<file path="src/rtl/mem_port_arbiter.sv">
// Round-robin arbiter sharing one variable-latency memory between the fetch
// and load/store ports, with per-transaction timeout and one-cycle completion pulses.
module mem_port_arbiter #(
  parameter int unsigned TIMEOUT = 16
) (
  input  logic        clk,
  input  logic        reset,
  input  logic        if_req,
  input  logic [31:0] if_addr,
  output logic [31:0] if_rdata,
  output logic        if_valid,
  output logic        if_err,
  output logic        if_stall,
  input  logic        ls_req,
  input  logic        ls_we,
  input  logic [2:0]  ls_size,
  input  logic [31:0] ls_addr,
  input  logic [31:0] ls_wdata,
  output logic [31:0] ls_rdata,
  output logic        ls_valid,
  output logic        ls_err,
  output logic        ls_stall,
  output logic        mem_req,
  output logic        mem_we,
  output logic [2:0]  mem_size,
  output logic [31:0] mem_addr,
  output logic [31:0] mem_wdata,
  input  logic [31:0] mem_rdata,
  input  logic        mem_ready
);

  typedef enum logic [1:0] {IDLE, BUSY, RESP} state_t;
  typedef enum logic {PORT_IF, PORT_LS} port_t;

  state_t     state, stateNext;
  port_t      grantId, lastGrant, winner;
  logic [7:0] count;
  logic       startTxn, finishOk, finishErr;

  assign if_stall = if_req & ~if_valid;
  assign ls_stall = ls_req & ~ls_valid;

  always_ff @(posedge clk or posedge reset) begin
    if (reset) state <= IDLE;
    else       state <= stateNext;
  end

  always_comb begin
    stateNext = state;
    startTxn  = 1'b0;
    finishOk  = 1'b0;
    finishErr = 1'b0;
    winner    = PORT_IF;
    case (state)
      IDLE: begin
        if (if_req || ls_req) begin
          startTxn  = 1'b1;
          stateNext = BUSY;
          if (if_req && ls_req)
            winner = (lastGrant == PORT_LS) ? PORT_IF : PORT_LS;
          else
            winner = if_req ? PORT_IF : PORT_LS;
        end
      end
      BUSY: begin
        // A late ready still completes normally even on the expiry cycle
        if (mem_ready) begin
          finishOk  = 1'b1;
          stateNext = RESP;
        end else if (count == 8'(TIMEOUT - 1)) begin
          finishErr = 1'b1;
          stateNext = RESP;
        end
      end
      RESP:    stateNext = IDLE;
      default: stateNext = IDLE;
    endcase
  end

  always_ff @(posedge clk or posedge reset) begin
    if (reset) begin
      mem_req   <= 1'b0;
      mem_we    <= 1'b0;
      mem_size  <= '0;
      mem_addr  <= '0;
      mem_wdata <= '0;
      grantId   <= PORT_IF;
      lastGrant <= PORT_LS;
      count     <= '0;
      if_valid  <= 1'b0;
      ls_valid  <= 1'b0;
      if_err    <= 1'b0;
      ls_err    <= 1'b0;
      if_rdata  <= '0;
      ls_rdata  <= '0;
    end else begin
      if_valid <= 1'b0;
      ls_valid <= 1'b0;
      if (startTxn) begin
        mem_req   <= 1'b1;
        mem_we    <= (winner == PORT_LS) ? ls_we : 1'b0;
        mem_size  <= (winner == PORT_LS) ? ls_size : 3'd2;
        mem_addr  <= (winner == PORT_LS) ? ls_addr : if_addr;
        mem_wdata <= (winner == PORT_LS) ? ls_wdata : '0;
        grantId   <= winner;
        lastGrant <= winner;
        count     <= '0;
      end else if (finishOk || finishErr) begin
        mem_req   <= 1'b0;
        mem_we    <= 1'b0;
        mem_size  <= '0;
        mem_addr  <= '0;
        mem_wdata <= '0;
        count     <= '0;
        if (grantId == PORT_IF) begin
          if_valid <= 1'b1;
          if_err   <= finishErr;
          if_rdata <= (finishOk && !mem_we) ? mem_rdata : '0;
        end else begin
          ls_valid <= 1'b1;
          ls_err   <= finishErr;
          ls_rdata <= (finishOk && !mem_we) ? mem_rdata : '0;
        end
      end else if (state == BUSY) begin
        count <= count + 8'd1;
      end
    end
  end

endmodule

</file>
<file path="config.mk">
export PLATFORM = sky130hd
export DESIGN_NAME = mem_port_arbiter
export DESIGN_NICKNAME = d
export VERILOG_FILES = /design/src/rtl/mem_port_arbiter.sv
export SDC_FILE = /design/constraint.sdc
export NUM_CORES = 1
export LEC_CHECK = 0
export ABC_AREA = 1
export CAP_MARGIN = 30
export CORE_ASPECT_RATIO = 0.8
export CORE_MARGIN = 4
export CORE_UTILIZATION = 41
export DETAILED_ROUTE_END_ITERATION = 16
export PLACE_DENSITY_LB_ADDON = 0.12
export SLEW_MARGIN = 20
export SYNTH_ARGS = -nofsm -noshare
export SYNTH_HDL_FRONTEND = slang
export SYNTH_SLANG_ARGS = --single-unit
</file>
<file path="constraint.sdc">
create_clock -name clk -period 9.6 [get_ports clk]
set_clock_uncertainty 0.05 [all_clocks]
set_input_delay 0.96 -clock clk [delete_from_list [all_inputs] [get_ports clk]]
set_output_delay 0.96 -clock clk [all_outputs]
set_load 0.03 [all_outputs]
</file>
==> out/results.txt <==
Pre-Repair DR Iteration Count: 5
Global route overflow: 0
Post-synth cell types: 23
Mapped Nets: 958
Worst Hold Path Cells: 2
Post-layout nets: 1205
CTS HTree Levels: 4
Number of buffers created by CTS: 17
Tightest Pin Transition: 0.801 ns
CTS tree: built
Core Region: 15900 um2
Layout fillers: 1345
Worst Setup End Kind: output port
Std-Cell Rows: 41
Clk slew on worst S/H paths: 0.06 ns
Gr usage total: 22.4%
MaxCap Viol Count: 0
Final worst path period share: 34.2%
DRC: 0
Setup TNS: 0 ns
Post-synth top area share: 55.2%
Dpl cells: 1261
Final Slew Violations: 0
Sequential area share after synthesis: 55.6%
Hold EP: ls_rdata[31]$_DFFE_PP0P_
Synthesized instance count: 820
LEAKAGE: 0.00504 uW
IO Pins: 276
Worst R2R Start: count[1]$_DFFE_PP0P_
Largest net degree at the start of global routing: 99
Worst Path Max Fanout: 2
Clock sinks: 149
Share of layout cells above drive strength 1: 5.00%
Post-DRT Antenna Nets: 0
Vias in the first global route: 5966
Synthesized flop and latch total: 149
Die area: 18500 um2
Initial Util: 42.2%
Area grow syn2layout: 52.1%
Clk_lat worst skew: 0.41 ns
First-pass GRT wire length: 32.4 mm
WL final: 20.7 mm
Max VDD drop: 0.211 mV
Worst EP required: 8.59 ns
Worst Path Arrival: 2.28 ns
PwrDens: 348 nW/um2
Post-DP HPWL: 13.7 mm
Vias: 6310
Crit Path Class: input pin to output port
Critical path launch point: if_req
Fin. Hold Viols: 0
Die height: 122 um
Routed WL per cell: 16.0 um
RSZ-0062 raised after global routing: no
Setup crit start kind: input pin
Post-Layout Cell Count: 1295
Setup-failing EPs final: 0
Ant diodes: 0
Initial DRC Count: 454
Avg Vias per Cell: 4.87
DIE WIDTH: 151 um
Synth Area per Inst: 8.19 um2
Placed cell areas: 9530 um2
R2R setup slack: 6.86 ns
Reg2reg end: ls_rdata[19]$_DFFE_PP0P_
Postcts setup bufs: 0
Post-Syn Area: 6710 um2
Post-route cell area: 10200 um2
Ys Warns: 0
Cells on worst reg2reg path: 7
IO Port Bufs: 275
Slew HR: 46.6%
CTS Root Buffer Type: clkbuf_16
Longest Clk Path Bufs: 2
Placer Congestion: 0.766
CTS resizes: 0
Antenna violations before repair: 0
Hold Path Class: flop to flop
Final worst path period need: 3.29 ns
Most common cell after layout, fill and taps aside: clkdlybuf4s50_1
Hold buffers post-CTS: 0
Outcome: finished, final reports clean
Hold path startpoint: ls_rdata[31]$_DFFE_PP0P_
Area contributors post-synth: dfrtp_1, nand2_1, nand4_1, nor2_1, nand3_1
Commonest non-fill, non-tap cells in the layout: clkdlybuf4s50_1, nand2_1, dfrtp_1, nor2_1, nand3_1
Max Clk Rate: 0.304 GHz
Cell taking the most area after synthesis: dfrtp_1
[Yosys cell counts]
library cell,instances
clkbuf_1,15
inv_1,49
clkinv_1,1
inv_2,1
buf_6,7
nor2_1,110
o21ai_0,39
dfrtp_1,148
nand3_1,74
xor2_1,1
dfstp_2,1
buf_4,1
or2_2,1
buf_1,4
a21oi_1,2
nand3_2,3
o21ai_4,1
nand2_1,259
ha_1,1
o21bai_1,1
nand4_1,68
buf_2,32
nand2_2,1
[critical path: stages]
cell             delay, ns
clkdlybuf4s50_1       0.49
inv_1                 0.06
nor2_1                0.08
clkdlybuf4s50_1       0.68
[metal layers]
| metal | track usage, % | vias up | wire, um |
|---|---|---|---|
| met5 | 0 | - | 0 |
| met3 | 7.24 | 23 | 1500 |
| met2 | 34.8 | 185 | 9890 |
| met4 | 6.63 | 0 | 380 |
| li1 | - | 3140 | - |
| met1 | 30.1 | 2962 | 8890 |
[cell type report]
cell class,instances,area [um2],share of cell area [%]
inverter,51,196,1.92
multi-input combinational,561,2490,24.4
timing repair buffer,287,2900,28.4
clock buffer,20,457,4.47
sequential,149,3730,36.5
clock inverter,12,176,1.73
tap,215,269,2.63
[state kept, by name (all words and copies together) (netlist names)]
| signal | cells |
|---|---|
| count | 8 |
| ls_rdata | 32 |
| if_rdata | 32 |
| mem_addr | 32 |
| mem_we | 1 |
| state | 2 |
| ls_valid | 1 |
| mem_req | 1 |
| mem_wdata | 32 |
| grantId | 1 |
| mem_size | 3 |
| if_valid | 1 |
| lastGrant | 1 |
| if_err | 1 |
| ls_err | 1 |
[stage by stage]
stage	util [%]	setup WS [ns]	hold slack [ns]	total power [uW]
3_3_place_gp	59.8	6.21	0.403	2830
6_report	64.2	6.31	0.421	3550
5_1_grt	64.2	6.24	0.445	3760
2_1_floorplan	-	4.58	0.393	2090
4_1_cts	63.9	6.31	0.423	3580
3_5_place_dp	59.9	6.13	0.408	2850
[cell families after synthesis]
kind of cell,Yosys count,synth area share [%]
AND/OR/NAND/NOR,516,33.1
flip-flops,149,55.6
buffers and inverters,110,7.59
AO/OA/AOI/OAI,43,3.41
XOR/XNOR,1,0.130
adder cells (fa/ha/maj),1,0.186
[how the worst max path moves through the flow]
| stage | slack [ns] | depth (start not counted) | end |
|---|---|---|---|
| after global routing | 6.24 | 4 | ls_stall |
| after CTS | 6.31 | 4 | ls_stall |
| final | 6.31 | 4 | if_stall |
| after detailed placement | 6.13 | 7 | if_rdata[12]$_DFFE_PP0P_ |
| after global placement | 6.21 | 7 | if_rdata[11]$_DFFE_PP0P_ |
| after floorplan | 4.58 | 1 | count[0]$_DFFE_PP0P_ |
[power breakdown]
group,leakage (uW),switching (uW),total (uW),internal [uW]
clock network,0.000295,263,712,449
logic,0.00277,1130,1790,658
registers,0.00198,153,1050,897
total,0.00504,1550,3550,2000
Power figures use the tool's default switching activity.
